$ cat src/rtl/iobus_timer_pkg.sv
// Shared register-map offsets and CTRL bit positions for the I/O bus timer.
package iobus_timer_pkg;

    localparam logic [2:0] OFF_CTRL     = 3'd0;
    localparam logic [2:0] OFF_PRESCALE = 3'd1;
    localparam logic [2:0] OFF_COMPARE  = 3'd2;
    localparam logic [2:0] OFF_COUNT    = 3'd3;
    localparam logic [2:0] OFF_STATUS   = 3'd4;

    localparam int CTRL_EN    = 0;
    localparam int CTRL_AUTO  = 1;
    localparam int CTRL_IRQEN = 2;
    localparam int CTRL_W     = 3;

endpackage

$ cat src/rtl/iobus_timer_if.sv
// CPU I/O bus as seen by a peripheral, plus the interrupt line back to the CPU.
// Handshake: no valid/ready; IOBUS_WR qualifies a one-cycle write, reads are combinational.
interface iobus_timer_if;
    logic [31:0] IOBUS_ADDR;
    logic [31:0] IOBUS_OUT;
    logic        IOBUS_WR;
    logic [31:0] IOBUS_IN;
    logic        INTR;

    modport master (
        output IOBUS_ADDR, IOBUS_OUT, IOBUS_WR,
        input  IOBUS_IN, INTR
    );

    modport slave (
        input  IOBUS_ADDR, IOBUS_OUT, IOBUS_WR,
        output IOBUS_IN, INTR
    );
endinterface

$ cat src/rtl/iobus_timer_prescaler.sv
// Divides the clock by (div+1) while enabled; tick is a one-cycle pulse.
module timer_prescaler (
    input  logic        CLK,
    input  logic        RST_N,
    input  logic        en,
    input  logic        clr,
    input  logic [31:0] div,
    output logic        tick
);

    logic [31:0] r_pre;

    assign tick = en && (r_pre == div);

    always_ff @(posedge CLK or negedge RST_N) begin
        if (!RST_N) begin
            r_pre <= '0;
        end else if (clr || !en || tick) begin
            r_pre <= '0;
        end else begin
            r_pre <= r_pre + 32'd1;
        end
    end

endmodule

$ cat src/rtl/iobus_timer.sv
// Memory-mapped timer/counter with compare match and level interrupt on the CPU I/O bus.
module iobus_timer
    import iobus_timer_pkg::*;
#(
    parameter logic [31:0] BASE_ADDR    = 32'h1100_0100,
    parameter logic [31:0] PRESCALE_RST = 32'd0
) (
    input  logic          CLK,
    input  logic          RST_N,
    iobus_timer_if.slave  bus
);

    logic [CTRL_W-1:0] r_ctrl;
    logic [31:0]       r_prescale;
    logic [31:0]       r_compare;
    logic [31:0]       r_count;
    logic              r_match;
    logic              r_intr;

    logic              w_hit;
    logic [2:0]        w_off;
    logic              w_wr;
    logic              w_wr_ctrl;
    logic              w_wr_prescale;
    logic              w_wr_compare;
    logic              w_wr_count;
    logic              w_wr_status;
    logic              w_tick;
    logic              w_cmp_eq;
    logic              w_match_evt;
    logic              w_match_next;
    logic [CTRL_W-1:0] w_ctrl_next;
    logic [31:0]       w_count_next;
    logic [31:0]       w_rdata;
    logic              w_unused_addr_lsb;

    assign w_hit         = (bus.IOBUS_ADDR[31:5] == BASE_ADDR[31:5]);
    assign w_off         = bus.IOBUS_ADDR[4:2];
    assign w_wr          = bus.IOBUS_WR && w_hit;
    assign w_wr_ctrl     = w_wr && (w_off == OFF_CTRL);
    assign w_wr_prescale = w_wr && (w_off == OFF_PRESCALE);
    assign w_wr_compare  = w_wr && (w_off == OFF_COMPARE);
    assign w_wr_count    = w_wr && (w_off == OFF_COUNT);
    assign w_wr_status   = w_wr && (w_off == OFF_STATUS);
    assign w_unused_addr_lsb = &{1'b0, bus.IOBUS_ADDR[1:0]};

    timer_prescaler u_prescaler (
        .CLK   (CLK),
        .RST_N (RST_N),
        .en    (r_ctrl[CTRL_EN]),
        .clr   (w_wr_ctrl || w_wr_prescale),
        .div   (r_prescale),
        .tick  (w_tick)
    );

    // A CPU write to COUNT wins over a tick, so no match is evaluated that cycle.
    // The compare uses the registered COMPARE, even if it is being rewritten now.
    assign w_cmp_eq     = (r_count == r_compare);
    assign w_match_evt  = w_tick && !w_wr_count && w_cmp_eq;
    assign w_match_next = w_match_evt || (r_match && !(w_wr_status && bus.IOBUS_OUT[0]));
    assign w_ctrl_next  = w_wr_ctrl ? bus.IOBUS_OUT[CTRL_W-1:0] : r_ctrl;

    always_comb begin
        w_count_next = r_count;
        if (w_wr_count) begin
            w_count_next = bus.IOBUS_OUT;
        end else if (w_tick) begin
            if (w_cmp_eq && r_ctrl[CTRL_AUTO]) begin
                w_count_next = '0;
            end else begin
                w_count_next = r_count + 32'd1;
            end
        end
    end

    always_ff @(posedge CLK or negedge RST_N) begin
        if (!RST_N) begin
            r_ctrl     <= '0;
            r_prescale <= PRESCALE_RST;
            r_compare  <= 32'hFFFF_FFFF;
            r_count    <= '0;
            r_match    <= 1'b0;
            r_intr     <= 1'b0;
        end else begin
            r_ctrl  <= w_ctrl_next;
            r_count <= w_count_next;
            r_match <= w_match_next;
            r_intr  <= w_match_next && w_ctrl_next[CTRL_IRQEN];
            if (w_wr_prescale) begin
                r_prescale <= bus.IOBUS_OUT;
            end
            if (w_wr_compare) begin
                r_compare <= bus.IOBUS_OUT;
            end
        end
    end

    always_comb begin
        w_rdata = '0;
        if (w_hit) begin
            case (w_off)
                OFF_CTRL:     w_rdata = {{(32-CTRL_W){1'b0}}, r_ctrl};
                OFF_PRESCALE: w_rdata = r_prescale;
                OFF_COMPARE:  w_rdata = r_compare;
                OFF_COUNT:    w_rdata = r_count;
                OFF_STATUS:   w_rdata = {31'd0, r_match};
                default:      w_rdata = '0;
            endcase
        end
    end

    assign bus.IOBUS_IN = w_rdata;
    assign bus.INTR     = r_intr;

endmodule

$ cat src/flat_wrapper.sv
// flat-port wrapper written by rule: the top's interface ports become plain ports
module iobus_timer_flat import iobus_timer_pkg::*;
#(
    parameter logic [31:0] BASE_ADDR    = 32'h1100_0100,
    parameter logic [31:0] PRESCALE_RST = 32'd0
)
  (CLK, RST_N, bus_IOBUS_ADDR, bus_IOBUS_OUT, bus_IOBUS_WR, bus_IOBUS_IN, bus_INTR);
  iobus_timer_if bus_i ();
  input  logic CLK;
  input  logic RST_N;
  input wire logic [$bits(bus_i.IOBUS_ADDR)-1:0] bus_IOBUS_ADDR;
  input wire logic [$bits(bus_i.IOBUS_OUT)-1:0] bus_IOBUS_OUT;
  input wire logic [$bits(bus_i.IOBUS_WR)-1:0] bus_IOBUS_WR;
  output wire logic [$bits(bus_i.IOBUS_IN)-1:0] bus_IOBUS_IN;
  output wire logic [$bits(bus_i.INTR)-1:0] bus_INTR;
  assign bus_i.IOBUS_ADDR = bus_IOBUS_ADDR;
  assign bus_i.IOBUS_OUT = bus_IOBUS_OUT;
  assign bus_i.IOBUS_WR = bus_IOBUS_WR;
  assign bus_IOBUS_IN = bus_i.IOBUS_IN;
  assign bus_INTR = bus_i.INTR;
  iobus_timer #(.BASE_ADDR(BASE_ADDR), .PRESCALE_RST(PRESCALE_RST)) u_core (.CLK(CLK), .RST_N(RST_N), .bus(bus_i));
endmodule
$ cat config.mk
export PLATFORM = sky130hd
export DESIGN_NAME = iobus_timer_flat
export DESIGN_NICKNAME = d
export VERILOG_FILES = /design/src/rtl/iobus_timer_pkg.sv /design/src/rtl/iobus_timer_if.sv /design/src/rtl/iobus_timer_prescaler.sv /design/src/rtl/iobus_timer.sv /design/src/flat_wrapper.sv
export SDC_FILE = /design/constraint.sdc
export NUM_CORES = 1
export LEC_CHECK = 0
export CAP_MARGIN = 25
export CORE_ASPECT_RATIO = 1.75
export CORE_UTILIZATION = 57
export CTS_CLUSTER_SIZE = 40
export DETAILED_ROUTE_END_ITERATION = 6
export MAX_ROUTING_LAYER = met4
export PLACE_DENSITY = 0.81
export SLEW_MARGIN = 20
export SYNTH_ARGS = -nofsm -noshare
export SYNTH_HDL_FRONTEND = slang
export SYNTH_SLANG_ARGS = --single-unit
$ cat constraint.sdc
create_clock -name CLK -period 2.7 [get_ports CLK]
set_input_delay 0.54 -clock CLK [delete_from_list [all_inputs] [get_ports CLK]]
set_output_delay 0.54 -clock CLK [all_outputs]
set_load 0.03 [all_outputs]
* Yosys cells after proc, flatten, opt, wreduce, memory -nomap -nowiden
Cells that the tools add are included.
** Word-level totals
- Logic and storage cells :: 46
- Bits in registers :: 133
- Input bits :: 67
- Output and inout bits :: 33
** Operators by class
- Equal/unequal tests :: 7
- Add/sub/neg operators :: 2
- Reduce and logical (&&, ||, !) cells :: 22
- Multiplexer cells :: 7
** Operators with widths (count)
- 2-to-1 mux 32 bit :: 5
- one-hot mux 32 bit (5 select lines) :: 1
- adder 32 x 1 -> 32 bit, second input constant :: 2
- == test 32 bit :: 2
- == test 27 x 24 -> 1 bit, second input constant :: 1
- logical AND 1 bit :: 13
- == test 3 x 2 -> 1 bit, second input constant :: 2
- logical OR 1 bit :: 4
- == test 3 x 1 -> 1 bit, second input constant :: 1
- == test 3 bit, second input constant :: 1
- logical NOT 1 bit :: 3
- logical NOT 3 bit :: 1
- 2-to-1 mux 3 bit :: 1
- nonzero test 2 bit :: 1

* Depth between registers and ports, before layout
- Depth after elaboration :: 8
- Mapped depth :: 9
- Gate-level depth less buffers :: 7

* Modules after synthesis
From an unflattened synthesis, not the netlist that was laid out.
** Unflattened totals
- Cell total of the unflattened synthesis :: 839
- Area total of the unflattened synthesis :: 8210.4 sq um
** Modules (own cells, without submodules)
- iobus_timer :: instances 1, sequential area each 2567.5 sq um, area each 6219.7 sq um, cells each 630
- timer_prescaler :: instances 1, sequential area each 800.8 sq um, area each 1990.7 sq um, cells each 209

* Worst setup path after synthesis
No wires, ideal clock.
- Kind :: input-to-output
- Start :: input bus_IOBUS_ADDR[2]
- End :: output bus_IOBUS_IN[21]
- Setup slack :: -0.005 ns
- Required time :: 2.160 ns
- Arrival time :: 2.165 ns
- Cell stages on the path :: 6
- Buffers on the path :: 3
- Cells stage by stage :: clkbuf_1 nor2b_1 clkbuf_1 clkbuf_1 a22oi_1 nor2_1
** On the way
- Longest elaborated chain between the ends :: 3
- Elaborated cells between the ends (all ways) :: 7
- Those cells by class :: eq/ne: 4; mux: 2; reduce/logical: 1
** RTL lines
- from (decl) :: line flat_wrapper.sv:11 : input wire logic [$bits(bus_i.IOBUS_ADDR)-1:0] bus_IOBUS_ADDR;
- == test 3 bit (tied with other cells) :: line iobus_timer.sv:101 : case (w_off)
- one-hot mux 32 bit (5 select lines) (*) :: line iobus_timer.sv:101
- 2-to-1 mux 32 bit (*) :: line iobus_timer.sv:100 : if (w_hit) begin
- to (decl) :: line flat_wrapper.sv:14 : output wire logic [$bits(bus_i.IOBUS_IN)-1:0] bus_IOBUS_IN;
Mark *: on every way between the ends. The rest lies on a longest branch, timed or not.

* Final worst setup path
- Start :: input bus_IOBUS_ADDR[19]
- End :: output bus_IOBUS_IN[2]
** On the way
- Longest elaborated chain between the ends :: 2
** RTL lines
- == test 27 x 24 -> 1 bit :: line iobus_timer.sv:37 : assign w_hit = (bus.IOBUS_ADDR[31:5] == BASE_ADDR[31:5]);
- 2-to-1 mux 32 bit :: line iobus_timer.sv:100
Every way passes these cells.

==> results.json <==
{
  "die_w_um": 93.1,
  "cp_slowest_cell": "or3_4",
  "synth.largest_area_cell": "dfrtp_1",
  "synth_top_cell_area_share_pct": 30.5,
  "wl_per_cell_um": 23.2,
  "first_iter_violations": 824,
  "netlist_top_cells_area": "dfrtp_1, dfstp_2, mux2_2",
  "crit_family": "simple AND/OR/NAND/NOR gates",
  "antenna_found_initial": 0,
  "clk_pin_slew_ns": 0.06,
  "worst_pin_slew_ns": 0.619,
  "ys_async_sr_fraction_pct": 100,
  "grtUsageTotal_pct": 36.5,
  "status": "finished clean",
  "reg2reg_depth": 6,
  "rsz0062_at_grt": "true",
  "yosysSeqAreaShare_pct": 40.7,
  "power_uw": 4780,
  "cts_hold_repair.buffers": 0,
  "final_area_um2": 10700,
  "rows": 57,
  "synth_seq_cells": 133,
  "rrSetupSlack_ns": 0.10,
  "clock_sinks": 133,
  "min_path_type": "in2async",
  "drive_gt1_share_pct": 33.0,
  "die-area_um2": 15000,
  "hold_slack_ns": 0.102,
  "via_count": 7512,
  "wl_met1_um": 9310,
  "cts-root-buf": "clkbuf_16",
  "min_period_ns": 2.68,
  "start_util_pct": 58.9,
  "netlist_area_um2": 8280,
  "path_cells": "dlygate4sd2_1, nor4_2, nand4_1, or3_4, buf_6, nor2b_2, buf_6",
  "drc": 0,
  "placed_cell_area_um2": 9610,
  "path_class": "in2out",
  "leakagePower_uw": 0.00453,
  "avgSynthCellArea_um2": 9.80,
  "first_global_vias": 7451,
  "syn-num-nets": 914,
  "report.final.slew_viol_count": 0,
  "grt_max_degree": 52,
  "diodes": 0,
  "highest_layer": "met4",
  "dr_wl_met2_um": 13700,
  "cp_data_required_time_ns": 2.16,
  "grt_pass1_wl_um": 40100,
  "critPathLaunchType": "input port",
  "io_pins": 100,
  "fill_cells": 913,
  "cts_buffers": 17,
  "powerDensity_nw_per_um2": 449,
  "fp.coreArea_um2": 14000,
  "regArea_um2": 3370,
  "wl_met3_um": 1990,
  "crit_fanout": 6,
  "critPathMaxStageDelay_ns": 0.52,
  "gp_congestion": 0.954,
  "htree_levels": 4,
  "die_h_um": 161,
  "cts_tree": "done",
  "synth.distinct_cells": 51,
  "crit_path_end_kind": "primary output",
  "area_growth_pct": 28.8,
  "cts_buffer_depth": 2,
  "fmax_ghz": 0.373,
  "detail-route-antenna-nets": 0,
  "irDropWorstVdd_mv": 0.350,
  "yosysWarnings": 0,
  "vias_per_cell": 6.55,
  "hpwlAfterDp_um": 18300,
  "ys_top_cells_by_count": "nor2_1, dfrtp_1, mux2_2",
  "io_buffers": 97,
  "wirelength_um": 26600,
  "timing.critical_path.mode_cell": "buf_6",
  "slew_headroom_pct": 58.3,
  "setup_viol": 0,
  "skew_ns": 0.00931,
  "hold_viol_final": 0,
  "worst-path-stages": 7,
  "synthCells": 845,
  "yosys_most_used_dff": "dfrtp_1",
  "multi_input_area_um2": 4880,
  "yosysMostFrequentCell": "nor2_1",
  "nNetsFinal": 1026,
  "synth_edf_count": 0,
  "grt.overflow.total": 0,
  "drt_pass1_iterations": 6,
  "insertion_delay_ns": 0.42,
  "drv_cap": 0,
  "min_period_over_period_pct": 99.4,
  "cp_num_buf_inv": 3,
  "cp.arrival_ns": 2.14
}
## area by class of cell
cell class / instances / area share, %
clock buffers: 20 / 4.28
clock inverters: 12 / 1.65
inverters: 7 / 0.246
multi-input cells: 643 / 45.7
flip-flops and latches: 133 / 31.6
well taps: 177 / 2.08
repair buffers: 155 / 14.4
## layer usage
metal / vias up / global-route usage [%]
met5: - / -
met4: 0 / 20.2
met3: 114 / 6.64
met2: 425 / 59.9
met1: 3682 / 41.6
li1: 3291 / -
## path summary, 6_finish.rpt
kind	start	end
hold reg to reg	u_core.u_prescaler.r_pre[0]	u_core.u_prescaler.r_pre[0]
min in group CLK	u_core.u_prescaler.r_pre[0]	u_core.u_prescaler.r_pre[0]
hold / removal	RST_N	u_core.r_prescale[4]
max in group asynchronous	RST_N	u_core.r_compare[24]
setup / recovery	bus_IOBUS_ADDR[19]	bus_IOBUS_IN[2]
setup reg to reg	u_core.r_count[0]	u_core.r_count[22]
## timing repair
action                                  in CTS  in global routing
setup buffers                                2                  4
gates cloned                                 1                  3
endpoints found under the setup margin      31                 38
pin swaps                                    3                 28
gates resized for setup                     47                109
## logic make-up after synthesis
family,Yosys count,synth area share (%)
AND/OR/NAND/NOR,318,19.9
flip-flops,133,40.7
AO/OA/AOI/OAI,130,10.1
multiplexers,99,15.1
XOR/XNOR,94,9.95
buffers and inverters,69,3.98
adder cells (fa/ha/maj),2,0.302
## where the power goes
group | internal, uW | switching (uW) | total, uW
registers | 2000 | 0.000338 | 2000
logic | 132 | 154 | 286
clock network | 1590 | 907 | 2500
## metrics by stage
step                std cells  setup slack, ns  utilization [%]  setup TNS, ns
floorplan                 845         -0.00520                -        -0.0156
global placement         1106           -0.410             68.4         -28.39
detailed placement       1106           -0.436             68.4         -29.87
CTS                      1141          -0.0629             73.4         -0.824
global route             1147          -0.0216             75.9         -0.144
finish                   1147           0.0171             75.9              0
## state kept, by name (all words and copies together) (netlist names)
name	cells
u_core.r_compare	32
u_core.r_match	1
u_core.r_count	32
u_core.u_prescaler.r_pre	32
u_core.r_ctrl	3
u_core.r_prescale	32
u_core.bus.INTR	1
## layout by cell type (no fill, tap or decap), types with 6 or more instances in the layout
| cell type | Yosys | layout |
|---|---|---|
| a31oi_1 | 46 | 46 |
| and2_1 | 8 | 8 |
| buf_12 | 3 | 10 |
| a21oi_1 | 13 | 13 |
| xnor2_1 | 55 | 54 |
| nor2_1 | 120 | 92 |
| dfstp_2 | 32 | 32 |
| nand4b_1 | 8 | 8 |
| nand3_1 | 34 | 34 |
| a22oi_1 | 37 | 37 |
| nor2_4 | 0 | 25 |
| inv_1 | 7 | 7 |
| clkbuf_2 | 0 | 13 |
| clkdlybuf4s50_1 | 0 | 37 |
| clkdlybuf4s15_1 | 0 | 6 |
| mux2_2 | 67 | 67 |
| nand4_1 | 27 | 27 |
| xor2_1 | 39 | 39 |
| nand2_1 | 35 | 35 |
| dfrtp_1 | 101 | 101 |
| buf_6 | 1 | 32 |
| nor4_1 | 21 | 17 |
| buf_4 | 2 | 47 |
| clkbuf_16 | 0 | 19 |
| mux2_4 | 30 | 30 |
| and3_1 | 10 | 10 |
| o21ai_0 | 23 | 23 |
| nor3_1 | 13 | 13 |
## worst reg2reg max path, delay by kind of cell (launching register included)
kind / cells / cell delay, ns
DFF: 1 / 0.46
adders and majority gates: 1 / 0.25
AOI/OAI and AO/OA: 1 / 0.24
and+or+nand+nor: 4 / 1.56
Power figures use the tool's default switching activity.
